[src/rtl/inst_fetch_queue.sv]
// Dual-issue instruction fetch queue between I-cache fetch and decode.
// Accepts up to two fetched instructions per cycle into a circular buffer and
// presents the two oldest entries to decode in program order. Validity of an
// entry derives only from the registered count, so storage is never reset.
// A pushed entry becomes visible on the outputs one cycle after it is written.
//
// Handshake: on the input side in_valid qualifies the fetch pair, and there is
// no ready; upstream must honour fetch_stall. A pair that does not fit is
// dropped whole and sets overflow_err. On the output side an entry transfers
// to decode in a cycle where its out_valid is high and it is accepted:
// dec_accept1 takes the head entry, and dec_accept2 takes head+1 only
// together with dec_accept1.
module inst_fetch_queue #(
    parameter int DEPTH = 8,
    parameter int PTR_W = 3
) (
    input  logic        clk,
    input  logic        rst,
    input  logic        flush,
    input  logic        in_valid,
    input  logic [31:0] in_pc1,
    input  logic [31:0] in_pc2,
    input  logic [31:0] in_inst1,
    input  logic [31:0] in_inst2,
    input  logic        in_exc,
    input  logic [6:0]  in_exc_cause,
    input  logic [1:0]  in_pred_taken,
    input  logic [31:0] in_pred_addr,
    output logic        fetch_stall,
    output logic        out_valid1,
    output logic        out_valid2,
    output logic [31:0] out_pc1,
    output logic [31:0] out_pc2,
    output logic [31:0] out_inst1,
    output logic [31:0] out_inst2,
    output logic        out_exc1,
    output logic        out_exc2,
    output logic [6:0]  out_exc_cause1,
    output logic [6:0]  out_exc_cause2,
    output logic        out_pred_taken1,
    output logic        out_pred_taken2,
    output logic [31:0] out_pred_addr1,
    output logic [31:0] out_pred_addr2,
    input  logic        dec_accept1,
    input  logic        dec_accept2,
    output logic        overflow_err
);

    localparam logic [PTR_W:0] DEPTH_C  = (PTR_W+1)'(DEPTH);
    // Leaves room for one in-flight I-cache pair plus the pair pushed now.
    localparam logic [PTR_W:0] STALL_TH = (PTR_W+1)'(DEPTH - 4);

    logic [PTR_W-1:0] head_q, head_d;
    logic [PTR_W-1:0] tail_q, tail_d;
    logic [PTR_W:0]   count_q, count_d;
    logic             overflow_err_q, overflow_err_d;

    logic [31:0] pc_mem_q    [DEPTH];
    logic [31:0] pc_mem_d    [DEPTH];
    logic [31:0] inst_mem_q  [DEPTH];
    logic [31:0] inst_mem_d  [DEPTH];
    logic        exc_mem_q   [DEPTH];
    logic        exc_mem_d   [DEPTH];
    logic [6:0]  cause_mem_q [DEPTH];
    logic [6:0]  cause_mem_d [DEPTH];
    logic        ptk_mem_q   [DEPTH];
    logic        ptk_mem_d   [DEPTH];
    logic [31:0] paddr_mem_q [DEPTH];
    logic [31:0] paddr_mem_d [DEPTH];

    logic [1:0]       push_n;
    logic [1:0]       pop_n;
    logic [PTR_W:0]   free_slots;
    logic             push_ok;
    logic             valid1;
    logic             valid2;
    logic [PTR_W-1:0] head_p1;
    logic [PTR_W-1:0] tail_p1;

    assign valid1  = (count_q != '0);
    assign valid2  = (count_q >= (PTR_W+1)'(2));
    assign head_p1 = head_q + PTR_W'(1);
    assign tail_p1 = tail_q + PTR_W'(1);

    // Push/pop sizing, pointer/count update and storage writes.
    always_comb begin
        push_n         = 2'd0;
        pop_n          = 2'd0;
        free_slots     = DEPTH_C - count_q;
        push_ok        = 1'b0;
        head_d         = head_q;
        tail_d         = tail_q;
        count_d        = count_q;
        overflow_err_d = overflow_err_q;
        pc_mem_d       = pc_mem_q;
        inst_mem_d     = inst_mem_q;
        exc_mem_d      = exc_mem_q;
        cause_mem_d    = cause_mem_q;
        ptk_mem_d      = ptk_mem_q;
        paddr_mem_d    = paddr_mem_q;

        // A taken slot1 means slot2 is on the wrong path and is not queued.
        if (in_valid && !flush) begin
            push_n = in_pred_taken[0] ? 2'd1 : 2'd2;
        end

        if (!flush && dec_accept1 && valid1) begin
            pop_n = (dec_accept2 && valid2) ? 2'd2 : 2'd1;
        end

        // Only the current count is considered; same-cycle pops do not free space.
        if (push_n != 2'd0) begin
            if (free_slots >= (PTR_W+1)'(push_n)) begin
                push_ok = 1'b1;
            end else begin
                overflow_err_d = 1'b1;
            end
        end

        if (push_ok) begin
            pc_mem_d[tail_q]    = in_pc1;
            inst_mem_d[tail_q]  = in_inst1;
            exc_mem_d[tail_q]   = in_exc;
            cause_mem_d[tail_q] = in_exc_cause;
            ptk_mem_d[tail_q]   = in_pred_taken[0];
            paddr_mem_d[tail_q] = in_pred_taken[0] ? in_pred_addr : 32'd0;
            if (push_n == 2'd2) begin
                pc_mem_d[tail_p1]    = in_pc2;
                inst_mem_d[tail_p1]  = in_inst2;
                exc_mem_d[tail_p1]   = in_exc;
                cause_mem_d[tail_p1] = in_exc_cause;
                ptk_mem_d[tail_p1]   = in_pred_taken[1];
                paddr_mem_d[tail_p1] = in_pred_taken[1] ? in_pred_addr : 32'd0;
            end
        end

        if (flush) begin
            head_d  = '0;
            tail_d  = '0;
            count_d = '0;
        end else begin
            head_d  = head_q + PTR_W'(pop_n);
            tail_d  = push_ok ? (tail_q + PTR_W'(push_n)) : tail_q;
            count_d = count_q + (push_ok ? (PTR_W+1)'(push_n) : '0) - (PTR_W+1)'(pop_n);
        end
    end

    // Control state register with synchronous reset.
    always_ff @(posedge clk) begin
        if (rst) begin
            head_q         <= '0;
            tail_q         <= '0;
            count_q        <= '0;
            overflow_err_q <= 1'b0;
        end else begin
            head_q         <= head_d;
            tail_q         <= tail_d;
            count_q        <= count_d;
            overflow_err_q <= overflow_err_d;
        end
    end

    // Entry storage; contents are meaningless until counted valid.
    always_ff @(posedge clk) begin
        pc_mem_q    <= pc_mem_d;
        inst_mem_q  <= inst_mem_d;
        exc_mem_q   <= exc_mem_d;
        cause_mem_q <= cause_mem_d;
        ptk_mem_q   <= ptk_mem_d;
        paddr_mem_q <= paddr_mem_d;
    end

    // Output read of head and head+1, zeroed when the slot is not valid.
    always_comb begin
        fetch_stall     = (count_q > STALL_TH);
        overflow_err    = overflow_err_q;
        out_valid1      = valid1;
        out_valid2      = valid2;
        out_pc1         = valid1 ? pc_mem_q[head_q]     : 32'd0;
        out_inst1       = valid1 ? inst_mem_q[head_q]   : 32'd0;
        out_exc1        = valid1 ? exc_mem_q[head_q]    : 1'b0;
        out_exc_cause1  = valid1 ? cause_mem_q[head_q]  : 7'd0;
        out_pred_taken1 = valid1 ? ptk_mem_q[head_q]    : 1'b0;
        out_pred_addr1  = valid1 ? paddr_mem_q[head_q]  : 32'd0;
        out_pc2         = valid2 ? pc_mem_q[head_p1]    : 32'd0;
        out_inst2       = valid2 ? inst_mem_q[head_p1]  : 32'd0;
        out_exc2        = valid2 ? exc_mem_q[head_p1]   : 1'b0;
        out_exc_cause2  = valid2 ? cause_mem_q[head_p1] : 7'd0;
        out_pred_taken2 = valid2 ? ptk_mem_q[head_p1]   : 1'b0;
        out_pred_addr2  = valid2 ? paddr_mem_q[head_p1] : 32'd0;
    end

endmodule

[config.mk]
export PLATFORM = sky130hd
export DESIGN_NAME = inst_fetch_queue
export DESIGN_NICKNAME = d
export VERILOG_FILES = /design/src/rtl/inst_fetch_queue.sv
export SDC_FILE = /design/constraint.sdc
export NUM_CORES = 2
export LEC_CHECK = 0
export ABC_AREA = 0
export BUFFER_PORTS_ARGS = -buffer_cell sky130_fd_sc_hd__buf_2
export CAP_MARGIN = 30
export CORE_MARGIN = 2
export CORE_UTILIZATION = 35
export CTS_CLUSTER_DIAMETER = 30
export DETAILED_ROUTE_END_ITERATION = 6
export GPL_TIMING_DRIVEN = 0
export PLACE_DENSITY = 0.6
export SYNTH_ARGS = -nofsm -noshare
export SYNTH_HDL_FRONTEND = slang
export SYNTH_SLANG_ARGS = --single-unit
[constraint.sdc]
create_clock -name clk -period 25.6 [get_ports clk]
set_input_delay 2.56 -clock clk [delete_from_list [all_inputs] [get_ports clk]]
set_output_delay 2.56 -clock clk [all_outputs]
set_load 0.01 [all_outputs]
==> flow_metrics.env <==
export IMPL_htreeDepth=4
export IMPL_hold_viol=0
export IMPL_rows=143
export IMPL_mostFrequentLayoutCell="edfxtp_1"
export IMPL_hold_class="reg2reg"
export IMPL_p_leak_nw=24.3
export IMPL_nFillCells=14000
export IMPL_r2r_start="count_q[0]$_SDFF_PP0_"
export IMPL_fin_crit_ns=7.45
export IMPL_core_area_um2=152000
export IMPL_vdd_ir_drop_max_mv=0.0702
export IMPL_crit_path_start_kind="register"
export IMPL_finClkSkew_ns=0.0432
export IMPL_p_int_mw=3.95
export IMPL_drt_iter0_markers=5442
export IMPL_pin_count=390
export IMPL_tightest_slew_ns=1.06
export IMPL_status="complete, no violations"
export IMPL_reg2reg_depth=15
export IMPL_grt_util_met1_pct=33.4
export IMPL_ys_seq_elements=851
export IMPL_seq_area_frac_synth_pct=47.3
export IMPL_post_route_worst_setup_slack_ns=18.15
export IMPL_grt_overflow=0
export IMPL_via_count=42900
export IMPL_drv_slew=0
export IMPL_end_kind="output port"
export IMPL_fin_util_pct=43.5
export IMPL_fin_nets=5046
export IMPL_antenna_left=0
export IMPL_synthCells=4358
export IMPL_clkTransAtPathRegs_ns=0.05
export IMPL_min_to="cause_mem_q[7]$_DFFE_PN_"
export IMPL_cp_required_ns=23.04
export IMPL_synth_ff_type="edfxtp_1"
export IMPL_grt_util_met2_pct=39.1
export IMPL_busiest_layer="met2"
export IMPL_r2r_slack_ns=21.08
export IMPL_combPwrFrac_pct=13.1
export IMPL_post_cts_resized=0
export IMPL_dp_hpwl_mm=142
export IMPL_syn_area_per_cell_um2=12.3
export IMPL_antenna_found_initial=55
export IMPL_drv_cap=0
export IMPL_grtUsageMet3_pct=9.53
export IMPL_cts_tree="built"
export IMPL_power_frac_seq_pct=31.7
export IMPL_clockPowerShare_pct=55.2
export IMPL_yosys_area_top_type="edfxtp_1"
export IMPL_reg2reg_to="count_q[3]$_SDFF_PP0_"
export IMPL_hold_ws_ns=0.582
export IMPL_p_per_area_nw_per_um2=81.7
export IMPL_drive_above_1_share_pct=26.1
export IMPL_grt_total_usage_pct=25.8
export IMPL_cts_sinks=851
export IMPL_wl_per_cell_um=29.3
export IMPL_yosysUniqueCellTypes=58
export IMPL_grt_max_degree=130
export IMPL_wl_mm=208
export IMPL_io_buffers=229
export IMPL_cts_buffers=224
export IMPL_die_area_um2=157000
export IMPL_cts_setup_buffers=0
export IMPL_worst_ep_arrival_time_ns=4.89
export IMPL_die_w_um=396
export IMPL_cts_root_buf="clkbuf_16"
export IMPL_yosys_area_top_type_share_pct=46.9
export IMPL_drtPass1Iterations=6
export IMPL_p_sw_mw=1.46
export IMPL_clk_latency_ns=0.83
export IMPL_max_freq_mhz=134
export IMPL_grt_setup_unrepaired="false"
export IMPL_syn2layout_area_growth_pct=23.1
export IMPL_crit_type="reg2out"
export IMPL_whs_path_depth=1
export IMPL_setup_tns_ns=0
export IMPL_netlist_area_um2=53800
export IMPL_grt_pass1_vias=41600
export IMPL_synth_edff_count=840
export IMPL_die_h_um=396
export IMPL_worstPathMaxFanout=11
export IMPL_p_total_mw=5.41
export IMPL_hp_start="cause_mem_q[7]$_DFFE_PN_"
export IMPL_finalCritPeriodShare_pct=29.1
export IMPL_netSwitchingFraction_pct=27.0
export IMPL_gp_congestion=0.871
export IMPL_final_cell_mix="840 x edfxtp_1, 623 x mux2i_1, 543 x nand2_1"
export IMPL_max_slew_margin_pct=29.1
export IMPL_ys_top_cells_by_area="edfxtp_1 47%, mux4_2 18%, mux2i_1 12%"
export IMPL_synthesis_nets=4552
export IMPL_drc_errors=0
export IMPL_detailedPlace_worstSlack_ns=18.45
export IMPL_ctsHoldBuffers=0
export IMPL_vias_per_cell=6.04
export IMPL_start_util_pct=35.3
export IMPL_async_flop_share_pct=0
export IMPL_setup_viol=0
export IMPL_yosys_warnings=0
export IMPL_clock_path_buffers=3
export IMPL_grt_pass1_wl_mm=298
## per-stage QoR
stage	instance area, um2	instances
after CTS	66100	7073
after detailed placement	58100	6651
after global placement	57500	6617
after floorplan	53800	4358
after global routing	66200	7086
final	66200	7098
## worst max-delay path, cell delays in order (launching register included)
cell and delay, ns:
dfxtp_1 0.39, buf_2 0.29, buf_2 0.45, clkbuf_1 0.44, buf_8 0.24, buf_1 0.72
mux4_2 0.36, nand2_1 0.06, a21oi_1 0.80, buf_2 0.27
## power groups by stage
stage / clock network, mW / logic [mW] / registers (mW)
after global placement: 0 / 0.690 / 1.84
final: 2.99 / 0.711 / 1.71
after global routing: 3.07 / 0.758 / 1.72
after detailed placement: 0 / 0.707 / 1.73
after floorplan: 0 / 0.418 / 1.78
after CTS: 2.99 / 0.709 / 1.71
## sequential cells by signal, summed over array words and instances, names as in the netlist
| register | count |
|---|---|
| exc_mem_q | 8 |
| overflow_err | 1 |
| inst_mem_q | 256 |
| paddr_mem_q | 256 |
| ptk_mem_q | 8 |
| tail_q | 3 |
| cause_mem_q | 56 |
| head_q | 3 |
| count_q | 4 |
| pc_mem_q | 256 |
## synth_stat cells (2+ instances only)
cell,count
and2_1,8
fa_1,4
nand2b_1,2
dfxtp_1,11
a311oi_1,2
nor2b_1,2
mux4_2,420
o21ai_1,74
a22o_1,258
nor3_4,2
nor3_1,2
buf_1,63
xnor2_1,3
o21ai_0,252
a41oi_1,3
nand2_1,543
nor3b_2,2
nand3b_1,3
clkbuf_1,270
mux2_2,7
inv_1,19
o22ai_1,3
nor3_2,2
nand3_1,6
mux2_1,41
buf_4,5
a21oi_1,306
xor2_1,3
ha_1,14
edfxtp_1,840
mux2_4,16
mux2i_1,623
nor2_1,315
buf_2,208
buf_6,3
## cell type report
cell class	count	area (um2)	share of cell area (%)
repair buffers	268	1760	2.65
well taps	2030	2540	3.84
inverters	20	82.6	0.125
clock buffers	247	5750	8.69
diodes	20	50.0	0.0756
flip-flops and latches	851	25400	38.4
clock inverters	175	2280	3.44
multi-input cells	2938	25900	39.2
plain buffers	549	2370	3.58
## layer usage
metal  part of all wire (%)  routed length [um]
met4                    3.9                8200
met5                   0.14                 287
met3                     13               26700
met1                     38               78500
met2                     45               94200
## logic make-up (layout without fill, tap and decap cells)
kind of cell / Yosys count / after routing / synth area share [%]
other: 0 / 20 / 0
adder cells (fa/ha/maj): 18 / 18 / 0.475
AO/OA/AOI/OAI: 907 / 907 / 10.3
XOR/XNOR: 8 / 8 / 0.158
multiplexers: 1107 / 1107 / 30.6
AND/OR/NAND/NOR: 898 / 898 / 6.57
flip-flops: 851 / 851 / 47.3
buffers and inverters: 569 / 1259 / 4.53
## how the worst max path moves through the flow
stage / endpoint / cells past startpoint / slack [ns] / from
final: out_inst2[26] / 9 / 18.15 / head_q[0]$_SDFF_PP0_
after global routing: out_inst2[26] / 9 / 18.12 / head_q[0]$_SDFF_PP0_
after CTS: out_inst2[26] / 7 / 18.34 / head_q[0]$_SDFF_PP0_
after detailed placement: count_q[3]$_SDFF_PP0_ / 18 / 18.45 / flush
after global placement: count_q[3]$_SDFF_PP0_ / 17 / -7.16 / flush
after floorplan: count_q[3]$_SDFF_PP0_ / 16 / 2.38 / flush
Note: power is estimated with default switching activity, not from simulation.
